### src/rtl/uart_pkg.sv
// uart_pkg -- constants shared by the UART receiver and transmitter.
//   UART_DEFAULT_CLKS_PER_BIT : 115200 baud from a 100 MHz clock
//   RX_* / TX_*               : character FSM state encodings
//   cnt_width()               : counter width helper, never below 1 bit
package uart_pkg;

   localparam int UART_DEFAULT_CLKS_PER_BIT = 868;

   localparam logic [1:0] RX_IDLE  = 2'd0;
   localparam logic [1:0] RX_START = 2'd1;
   localparam logic [1:0] RX_DATA  = 2'd2;
   localparam logic [1:0] RX_STOP  = 2'd3;

   localparam logic [1:0] TX_IDLE  = 2'd0;
   localparam logic [1:0] TX_START = 2'd1;
   localparam logic [1:0] TX_DATA  = 2'd2;
   localparam logic [1:0] TX_STOP  = 2'd3;

   function automatic int cnt_width(input int n);
      return (n > 1) ? $clog2(n) : 1;
   endfunction

endpackage

### src/rtl/uart_rx_byte.sv
// uart_rx_byte -- single-character UART receiver.
//   clk, reset_n : clock, async active-low reset
//   rx           : raw UART line (idle high, asynchronous)
//   byte_out     : last character received with a good stop bit
//   byte_valid   : one-cycle pulse when byte_out updates
//   char_good    : combinational strobe in the cycle a good stop bit is sampled
//   char_bad     : combinational strobe in the cycle a bad stop bit is sampled
//   char_data    : assembled character, valid alongside char_good
//   start_edge   : falling edge of synchronized rx accepted while IDLE
//   busy         : character FSM is not in IDLE
//
// state    | meaning
// RX_IDLE  | waiting for a falling edge on the synchronized line
// RX_START | timing to mid start bit, rejects glitches
// RX_DATA  | sampling DBITS data bits, LSB first
// RX_STOP  | sampling the stop bit, reporting good/bad character
module uart_rx_byte
   import uart_pkg::*;
#(
   parameter int CLKS_PER_BIT = UART_DEFAULT_CLKS_PER_BIT,
   parameter int DBITS        = 8
) (
   input  logic             clk,
   input  logic             reset_n,
   input  logic             rx,
   output logic [DBITS-1:0] byte_out,
   output logic             byte_valid,
   output logic             char_good,
   output logic             char_bad,
   output logic [DBITS-1:0] char_data,
   output logic             start_edge,
   output logic             busy
);

   localparam int CW = cnt_width(CLKS_PER_BIT);
   localparam int BW = cnt_width(DBITS + 1);
   localparam logic [CW-1:0] HALF_LOAD = CW'(CLKS_PER_BIT / 2 - 1);
   localparam logic [CW-1:0] FULL_LOAD = CW'(CLKS_PER_BIT - 1);
   localparam logic [BW-1:0] BIT_LAST  = BW'(DBITS - 1);

   logic             sync1_q, sync2_q, rx_prev_q;
   logic [1:0]       state_q, state_d;
   logic [CW-1:0]    cnt_q, cnt_d;
   logic [BW-1:0]    bit_cnt_q, bit_cnt_d;
   logic [DBITS-1:0] shreg_q, shreg_d;
   logic [DBITS-1:0] byte_out_q, byte_out_d;
   logic             byte_valid_q, byte_valid_d;
   logic             rx_s, tick;

   assign rx_s       = sync2_q;
   assign tick       = (cnt_q == '0);
   assign start_edge = (state_q == RX_IDLE) && rx_prev_q && !rx_s;

   always_comb begin
      state_d      = state_q;
      cnt_d        = cnt_q;
      bit_cnt_d    = bit_cnt_q;
      shreg_d      = shreg_q;
      byte_out_d   = byte_out_q;
      byte_valid_d = 1'b0;
      char_good    = 1'b0;
      char_bad     = 1'b0;
      case (state_q)
         RX_IDLE: begin
            if (start_edge) begin
               state_d   = RX_START;
               cnt_d     = HALF_LOAD;
               bit_cnt_d = '0;
            end
         end
         RX_START: begin
            if (tick) begin
               if (!rx_s) begin
                  state_d = RX_DATA;
                  cnt_d   = FULL_LOAD;
               end else begin
                  state_d = RX_IDLE;
               end
            end else begin
               cnt_d = cnt_q - 1'b1;
            end
         end
         RX_DATA: begin
            if (tick) begin
               shreg_d   = {rx_s, shreg_q[DBITS-1:1]};
               cnt_d     = FULL_LOAD;
               bit_cnt_d = bit_cnt_q + 1'b1;
               if (bit_cnt_q == BIT_LAST) state_d = RX_STOP;
            end else begin
               cnt_d = cnt_q - 1'b1;
            end
         end
         RX_STOP: begin
            if (tick) begin
               state_d = RX_IDLE;
               if (rx_s) begin
                  byte_out_d   = shreg_q;
                  byte_valid_d = 1'b1;
                  char_good    = 1'b1;
               end else begin
                  char_bad = 1'b1;
               end
            end else begin
               cnt_d = cnt_q - 1'b1;
            end
         end
         default: state_d = RX_IDLE;
      endcase
   end

   // Synchronizer and edge-detect history preset high so release never sees an edge.
   always_ff @(posedge clk or negedge reset_n) begin
      if (!reset_n) begin
         sync1_q      <= 1'b1;
         sync2_q      <= 1'b1;
         rx_prev_q    <= 1'b1;
         state_q      <= RX_IDLE;
         cnt_q        <= '0;
         bit_cnt_q    <= '0;
         shreg_q      <= '0;
         byte_out_q   <= '0;
         byte_valid_q <= 1'b0;
      end else begin
         sync1_q      <= rx;
         sync2_q      <= sync1_q;
         rx_prev_q    <= sync2_q;
         state_q      <= state_d;
         cnt_q        <= cnt_d;
         bit_cnt_q    <= bit_cnt_d;
         shreg_q      <= shreg_d;
         byte_out_q   <= byte_out_d;
         byte_valid_q <= byte_valid_d;
      end
   end

   assign byte_out   = byte_out_q;
   assign byte_valid = byte_valid_q;
   assign char_data  = shreg_q;
   assign busy       = (state_q != RX_IDLE);

endmodule

### src/rtl/uart_frame_rx.sv
// uart_frame_rx -- assembles fixed-length frames of UART characters.
//   clk, reset_n : clock, async active-low reset
//   rx           : raw UART line
//   byte_out     : last good character; byte_valid pulses on update
//   frame_out    : last complete frame, first character in the top bits;
//                  frame_valid pulses with the last character's byte_valid
//   frame_err    : pulse on a stop-bit error or an inter-character timeout
//   busy         : character FSM is not idle
module uart_frame_rx
   import uart_pkg::*;
#(
   parameter int CLKS_PER_BIT = UART_DEFAULT_CLKS_PER_BIT,
   parameter int DBITS        = 8,
   parameter int FRAME_BYTES  = 18,
   parameter int TIMEOUT_BITS = 20
) (
   input  logic                         clk,
   input  logic                         reset_n,
   input  logic                         rx,
   output logic [DBITS-1:0]             byte_out,
   output logic                         byte_valid,
   output logic [FRAME_BYTES*DBITS-1:0] frame_out,
   output logic                         frame_valid,
   output logic                         frame_err,
   output logic                         busy
);

   localparam int FW = FRAME_BYTES * DBITS;
   localparam int AW = FW - DBITS;
   localparam int IW = cnt_width(FRAME_BYTES);
   localparam int TO = TIMEOUT_BITS * CLKS_PER_BIT;
   localparam int TW = $clog2(TO + 1);
   localparam logic [IW-1:0] IDX_LAST = IW'(FRAME_BYTES - 1);
   localparam logic [TW-1:0] TO_LAST  = TW'(TO - 1);

   logic             char_good, char_bad, start_edge, rx_busy;
   logic [DBITS-1:0] char_data;

   logic [IW-1:0] idx_q, idx_d;
   logic [AW-1:0] asm_q, asm_d;
   logic [FW-1:0] frame_out_q, frame_out_d;
   logic          frame_valid_q, frame_valid_d;
   logic          frame_err_q, frame_err_d;
   logic [TW-1:0] idle_cnt_q, idle_cnt_d;

   uart_rx_byte #(
      .CLKS_PER_BIT (CLKS_PER_BIT),
      .DBITS        (DBITS)
   ) u_rx_byte (
      .clk        (clk),
      .reset_n    (reset_n),
      .rx         (rx),
      .byte_out   (byte_out),
      .byte_valid (byte_valid),
      .char_good  (char_good),
      .char_bad   (char_bad),
      .char_data  (char_data),
      .start_edge (start_edge),
      .busy       (rx_busy)
   );

   always_comb begin
      idx_d         = idx_q;
      asm_d         = asm_q;
      frame_out_d   = frame_out_q;
      frame_valid_d = 1'b0;
      frame_err_d   = 1'b0;
      idle_cnt_d    = idle_cnt_q;

      // asm holds the first FRAME_BYTES-1 characters; the last one is
      // concatenated straight from the receiver so frame_valid lines up with byte_valid.
      if (char_good) begin
         asm_d = {asm_q[AW-DBITS-1:0], char_data};
         if (idx_q == IDX_LAST) begin
            frame_out_d   = {asm_q, char_data};
            frame_valid_d = 1'b1;
            idx_d         = '0;
         end else begin
            idx_d = idx_q + 1'b1;
         end
      end else if (char_bad) begin
         frame_err_d = 1'b1;
         idx_d       = '0;
      end

      // A start edge clears the counter first, so it beats a coincident timeout.
      if (start_edge || rx_busy || idx_q == '0) begin
         idle_cnt_d = '0;
      end else if (idle_cnt_q == TO_LAST) begin
         idle_cnt_d  = '0;
         frame_err_d = 1'b1;
         idx_d       = '0;
      end else begin
         idle_cnt_d = idle_cnt_q + 1'b1;
      end
   end

   always_ff @(posedge clk or negedge reset_n) begin
      if (!reset_n) begin
         idx_q         <= '0;
         asm_q         <= '0;
         frame_out_q   <= '0;
         frame_valid_q <= 1'b0;
         frame_err_q   <= 1'b0;
         idle_cnt_q    <= '0;
      end else begin
         idx_q         <= idx_d;
         asm_q         <= asm_d;
         frame_out_q   <= frame_out_d;
         frame_valid_q <= frame_valid_d;
         frame_err_q   <= frame_err_d;
         idle_cnt_q    <= idle_cnt_d;
      end
   end

   assign frame_out   = frame_out_q;
   assign frame_valid = frame_valid_q;
   assign frame_err   = frame_err_q;
   assign busy        = rx_busy;

endmodule

### config.mk
export PLATFORM = sky130hd
export DESIGN_NAME = uart_frame_rx
export DESIGN_NICKNAME = d
export VERILOG_FILES = /design/src/rtl/uart_pkg.sv /design/src/rtl/uart_rx_byte.sv /design/src/rtl/uart_frame_rx.sv
export SDC_FILE = /design/constraint.sdc
export NUM_CORES = 1
export LEC_CHECK = 0
export CAP_MARGIN = 20
export CORE_UTILIZATION = 40
export DETAILED_ROUTE_END_ITERATION = 10
export HOLD_SLACK_MARGIN = 0.06
export SLEW_MARGIN = 20
export SYNTH_ARGS = -nofsm -noshare
export SYNTH_HDL_FRONTEND = slang
export SYNTH_HIERARCHICAL = 1
export SYNTH_SLANG_ARGS = --single-unit
### constraint.sdc
create_clock -name clk -period 3.1 [get_ports clk]
set_input_delay 0.62 -clock clk [delete_from_list [all_inputs] [get_ports clk]]
set_output_delay 0.62 -clock clk [all_outputs]
set_load 0.05 [all_outputs]
==> qor.csv, run 1 <==
metric,value,unit
met2_length,11710,um
crit_fanout,7,
clockPowerShare,45.2,%
numCtsBuffers,38,
clkTransAtPathRegs,0.06,ns
ios,159,
leakagePower,0.008250,uW
r2r_start,u_rx_byte/cnt_q[0]$_DFFE_PN0P_,
grt_overflow,0,
ys_warn_count,6,
fin_tns_setup,0,ns
drt_first_pass_iters,4,
die_area,34680,um^2
ir_drop,0.0003290,V
startpoint_type,flop,
fmax,341.5,MHz
ctsResizeCount,0,
slew_violations,0,
r2r_slack,0.28,ns
ant_nets,0,
finalClockSkew,0.01977,ns
yosysTopAreaCell,dfrtp_1,
clock_path_buffers,3,
root_buffer,clkbuf_16,
dp_hpwl,16420,um
drt_iter0_drc,550,
area_delta_synth_final,25.03,%
drcViolationCount,0,
rows,67,
hold_depth,0,
port_buffers,158,
die_w,186.2,um
hold_slack,0.3594,ns
synth.distinct_cells,59,
clk_latency,0.51,ns
pwr-share-comb,9.4,%
power,10100,uW
met1Wirelength,12230,um
via_count,7603,
syn_area_per_cell,15.43,um^2
synthTopCellsByArea,"dfrtp_1 62%, mux2_2 20%, mux2_4 5.4%",
p_int,7656,uW
whs_endpoint,u_rx_byte/rx_s$_DFF_PN1_,
die_h,186.2,um
postSynth.asyncResetShare,100.0,%
final-hold-violation-count,0,
avgRoutedWirePerCell,17.05,um
synth_seq_cells,338,
antenna_cells,0,
rr_worst_depth,8,
grt_pass1_vias,7597,
antenna_found_initial,0,
setup_violations,0,
seqPwrFrac,45.4,%
grt_pass1_wl,41980,um
grt_use_total,15.33,%
wl_met3,1473,um
start_util,40.59,%
synth_ff_type,dfrtp_1,
yosysSeqAreaShare,62.33,%
synth_nets,894,
hold_buffers,1,
rsz0062_at_grt,false,
top_layer,met4,
period_share,94.45,%
hp-start,u_rx_byte/sync1_q$_DFF_PN1_,
wl,26020,um
post_cts.repair.setup_buffers,0,
fin_nets,1068,
status,"complete, no violations",
netlist_instances,880,
cp.required,2.48,ns
drive_above_1_share,35.71,%
relSlewSlack,33.62,%
synth-edff-count,0,
cts.sinks,338,
switchingPower,2440,uW
synth_top_cell_area_share,61.75,%
max_cap_violations,0,
h-tree-depth,2,
worstSetupEndpointType,output port,
route.detailed.vias_per_inst,4.982,
fin_crit,2.928,ns
crit_type,reg2out,
syn-cell-area,13580,um^2
r2r-end,frame_out[95]$_DFFE_PN0P_,
gp_congestion,0.7461,
switching_share,24.16,%
power_density,594.8,nW/um^2
worst_slew_pin_slew,0.9898,ns
holdCritPathClass,reg2reg,
cts_tree,built,
grt_max_degree,94,
synthTopCellsByCount,"335 x dfrtp_1, 247 x mux2_2, 49 x mux2_4, 35 x nor2_1, 22 x buf_2",
yosysMostFrequentCell,dfrtp_1,
worstPathArrival,2.31,ns
core-area,33450,um^2
power groups by stage:
stage          Clock, uW  Sequential, uW  Combinational, uW
2_1_floorplan          0            4640                663
3_3_place_gp           0            4660                932
3_5_place_dp           0            4660                937
4_1_cts             4700            4590                945
5_1_grt             4860            4600               1060
6_report            4560            4590                949
sequential cells by signal, indices dropped and copies added, names as in the netlist, 4 cells and up, named ones only:
signal	count
asm_q	136
idle_cnt_q	15
u_rx_byte/byte_out	8
u_rx_byte/cnt_q	10
idx_q	5
u_rx_byte/char_data	8
frame_out	144
u_rx_byte/bit_cnt_q	4
per-layer routing:
layer  vias up  global-route usage [%]
li1       3506                       -
met1      3881                   21.72
met2       169                   23.28
met3        47                   3.602
met4         0                   4.754
met5         -                       0
per-stage QoR:
step	util, %	instances	setup slack (ns)	cell area, um^2
2_1_floorplan	-	880	0.09266	13580
3_3_place_gp	46.89	1461	0.3903	15680
3_5_place_dp	46.89	1461	0.3156	15680
4_1_cts	50.75	1526	0.1364	16970
5_1_grt	50.75	1526	0.04665	16970
6_report	50.75	1526	0.1720	16970
area by class of cell:
class / instances / area [um^2]
Fill cell: 2836 / 16470
Sequential cell: 338 / 8462
Multi-Input combinational cell: 484 / 4802
Timing Repair Buffer: 175 / 1804
Clock buffer: 54 / 1122
Tap cell: 448 / 560.5
Clock inverter: 10 / 158.9
Inverter: 17 / 63.81
placed cells by master, fill, tap and decap left out, types with 3 or more instances in the layout:
cell type        synthesis  layout
dfrtp_1                335     335
xnor2_1                 12      12
dfstp_2                  3       3
inv_1                   17      17
a21oi_1                 17      17
nand4_1                  5       5
clkbuf_16                0      39
clkbuf_1                 9       6
mux2i_1                  5       5
o31ai_1                  4       4
clkdlybuf4s50_1          0     157
nand2_1                  5       5
buf_12                   0       7
nor3_1                  13      13
clkbuf_8                 0       9
ha_1                    11      11
o2bb2ai_1                3       3
buf_4                    1       9
mux2_2                 247     247
nor2_1                  35      35
mux2_4                  49      49
clkinv_2                 0       3
o21ai_0                  9       9
nand3_1                  9       9
bufinv_16                0       4
nor4_1                  11      11
cell families (layout without fill, tap and decap cells):
logic type / after synthesis / in the layout / synth area share, %
AOI/OAI and AO/OA: 56 / 56 / 2.793
muxes: 302 / 302 / 26.36
adders and majority gates: 11 / 11 / 1.014
buffers and inverters: 58 / 256 / 2.332
DFF: 338 / 338 / 62.33
xor gates and xnor gates: 13 / 13 / 0.8387
and+or+nand+nor: 102 / 102 / 4.332
critical path: stages, from the launching register on:
cell             delay (ns)
dfrtp_1                0.39
inv_1                  0.11
ha_1                   0.28
inv_1                  0.18
clkdlybuf4s50_1        0.85
how the worst max path moves through the flow:
stage                                          start                          to  slack [ns]  cells past startpoint
global route        u_rx_byte/state_q[0]$_DFFE_PN0P_                        busy        0.05                      4
detailed placement    u_rx_byte/cnt_q[0]$_DFFE_PN0P_  frame_out[128]$_DFFE_PN0P_        0.32                      8
finish                                          flop                        busy        0.17                      4
global placement      u_rx_byte/cnt_q[4]$_DFFE_PN0P_   frame_out[97]$_DFFE_PN0P_        0.39                      6
CTS                                             flop                        busy        0.14                      4
floorplan             u_rx_byte/cnt_q[0]$_DFFE_PN0P_  frame_out[100]$_DFFE_PN0P_        0.09                     13
Power figures use the tool's default switching activity.
==> run 2, diff against run 1 <==
--- a/config.mk
+++ b/config.mk
@@ -8,6 +8,7 @@
 export CAP_MARGIN = 20
 export CORE_UTILIZATION = 40
 export DETAILED_ROUTE_END_ITERATION = 10
+export GPL_TIMING_DRIVEN = 0
 export HOLD_SLACK_MARGIN = 0.06
 export SLEW_MARGIN = 20
 export SYNTH_ARGS = -nofsm -noshare
==> run 2 against run 1 <==
Compared with the run above:
- critical path depth up 5
- design area down 0.35%
- routed wire length grew 3.0%
- sequential share of layout area up 0.17 points
- via count grew 1.5%
- final cell count increased by 1.6%
- die area stayed put
- register-to-register slack worse by 0.04 ns
- core utilization is 0.18 points lower
- sequential cell count stayed put
- critical path type is now reg2reg
- largest power group unchanged
==> qor.csv, run 2 (synthesized netlist as in run 1, its figures left out) <==
metric,value,unit,change
fin_cells,1550,,+1.6%
cp.required,3.48,ns,+1.00 ns
grt_pass1_wl,44010,um,+4.8%
h-tree-depth,2,,unchanged
grt_pass1_vias,8032,,+5.7%
largest_reg_flops,144,,unchanged
gp_congestion,0.8078,,+8.3%
leakagePower,0.008256,uW,about the same
period_share,92.39,%,-2.1 points
drt_first_pass_iters,4,,unchanged
hold_buffers,0,,-1
worstPathArrival,3.25,ns,+0.94 ns
final-hold-violation-count,0,,unchanged
grt_overflow,0,,unchanged
numCtsBuffers,38,,unchanged
grt_use_total,16.04,%,+0.72 points
relSlewSlack,40.71,%,+7.1 points
die_area,34680,um^2,unchanged
worstSetupEndpointType,flop,,
cts_tree,built,,
route.detailed.vias_per_inst,4.979,,about the same
finalClockSkew,0.01385,ns,-0.005921 ns
drive_above_1_share,35.93,%,+0.22 points
fin_area,16920,um^2,-0.35%
placed_area,15810,um^2,+0.78%
start_util,40.59,%,unchanged
final_cell_mix,"335 x dfrtp_1, 247 x mux2_2, 156 x clkdlybuf4s50_1, 49 x mux2_4, 38 x clkbuf_16",,
antenna_found_initial,0,,unchanged
fmax,349.2,MHz,+2.2%
setup_violations,0,,unchanged
status,"complete, no violations",,
hold_slack,0.08714,ns,-0.2723 ns
fin_nets,1094,,+2.4%
ant_nets,0,,unchanged
die_w,186.2,um,unchanged
power_density,563.7,nW/um^2,-5.2%
crit_fanout,16,,+9
die_h,186.2,um,unchanged
via_count,7718,,+1.5%
crit_type,reg2reg,,
clkTransAtPathRegs,0.06,ns,about the same
ir_drop,0.0003689,V,+12%
holdCritPathClass,in2async,,
port_buffers,158,,unchanged
drt_iter0_drc,375,,-32%
drcViolationCount,0,,unchanged
final_common_cell,dfrtp_1,,
wl,26810,um,+3.0%
worst_slew_pin_slew,0.8874,ns,-0.1023 ns
max_cap_violations,0,,unchanged
slew_violations,0,,unchanged
clk_latency,0.51,ns,about the same
startpoint_type,flop,,
core-area,33450,um^2,unchanged
rsz0062_at_grt,false,,
area_delta_synth_final,24.60,%,
antenna_cells,0,,unchanged
ios,159,,unchanged
root_buffer,clkbuf_16,,
grt_max_degree,101,,+7.4%
dpl.cell_count,1489,,+1.9%
cts.sinks,338,,unchanged
rows,67,,unchanged
dp_hpwl,18230,um,+11%
avgRoutedWirePerCell,17.30,um,+1.4%
clock_path_buffers,3,,unchanged
fin_crit,2.864,ns,-0.06397 ns
==> run 2: path summary, 6_finish.rpt <==
| check | slack, ns | cells after the start | from | to |
|---|---|---|---|---|
| max | 0.24 | 9 | u_rx_byte/cnt_q[0]$_DFFE_PN0P_ | asm_q[93]$_DFFE_PN0P_ |
| min | 0.09 | 1 | reset_n | asm_q[38]$_DFFE_PN0P_ |
| max reg2reg | 0.24 | 9 | u_rx_byte/cnt_q[0]$_DFFE_PN0P_ | asm_q[93]$_DFFE_PN0P_ |
| min reg2reg | 0.36 | 0 | u_rx_byte/sync1_q$_DFF_PN1_ | u_rx_byte/rx_s$_DFF_PN1_ |
| max in group asynchronous | 1.62 | 3 | reset_n | asm_q[107]$_DFFE_PN0P_ |
| min in group clk | 0.36 | 0 | u_rx_byte/sync1_q$_DFF_PN1_ | u_rx_byte/rx_s$_DFF_PN1_ |
==> run 2: layer usage <==
layer  vias up  track usage [%]  wire, um
li1       3546                -         -
met1      3978            22.11     12400
met2       153            24.76     12240
met3        41            4.245      1575
met4         0            4.918       589
met5         -                0         0
==> run 2: stage by stage <==
| step | power (uW) | setup WS (ns) | setup TNS (ns) | util [%] |
|---|---|---|---|---|
| 2_1_floorplan | 5305 | 0.09266 | 0 | - |
| 3_3_place_gp | 5591 | -13.58 | -4671.29 | 46.99 |
| 3_5_place_dp | 5613 | -0.5210 | -116.76 | 47.25 |
| 4_1_cts | 9691 | 0.01621 | 0 | 50.57 |
| 5_1_grt | 10010 | 0.05467 | 0 | 50.57 |
| 6_report | 9536 | 0.2360 | 0 | 50.57 |
==> run 2: final cells by class <==
class / count / area, um^2
fillers: 2854 / 16530
clock inverters: 8 / 55.05
inverters: 17 / 63.81
well taps: 448 / 560.5
plain buffers: 39 / 247.7
clock buffers: 54 / 1041
flip-flops and latches: 338 / 8462
multi-input cells: 484 / 4806
repair buffers: 162 / 1679
==> run 2: timing repair <==
item,4_1_cts,5_1_grt
setup endpoints to repair,287,173
buffers inserted,1,0
gates resized for setup,3,2
pin swaps,1,0
==> run 2: critical path, stage by stage, from the launching register on <==
cell	delay, ns
dfrtp_1	0.41
inv_1	0.09
ha_1	0.21
or3b_4	0.46
nor3_4	0.20
and3_1	0.19
buf_6	0.19
buf_2	0.29
buf_2	0.32
mux2_2	0.36
==> run 2: report_power, final <==
part | internal [uW] | switching (uW)
Sequential | 4500 | 91.5
Clock | 2330 | 1680
Combinational | 324 | 621
Total | 7150 | 2390
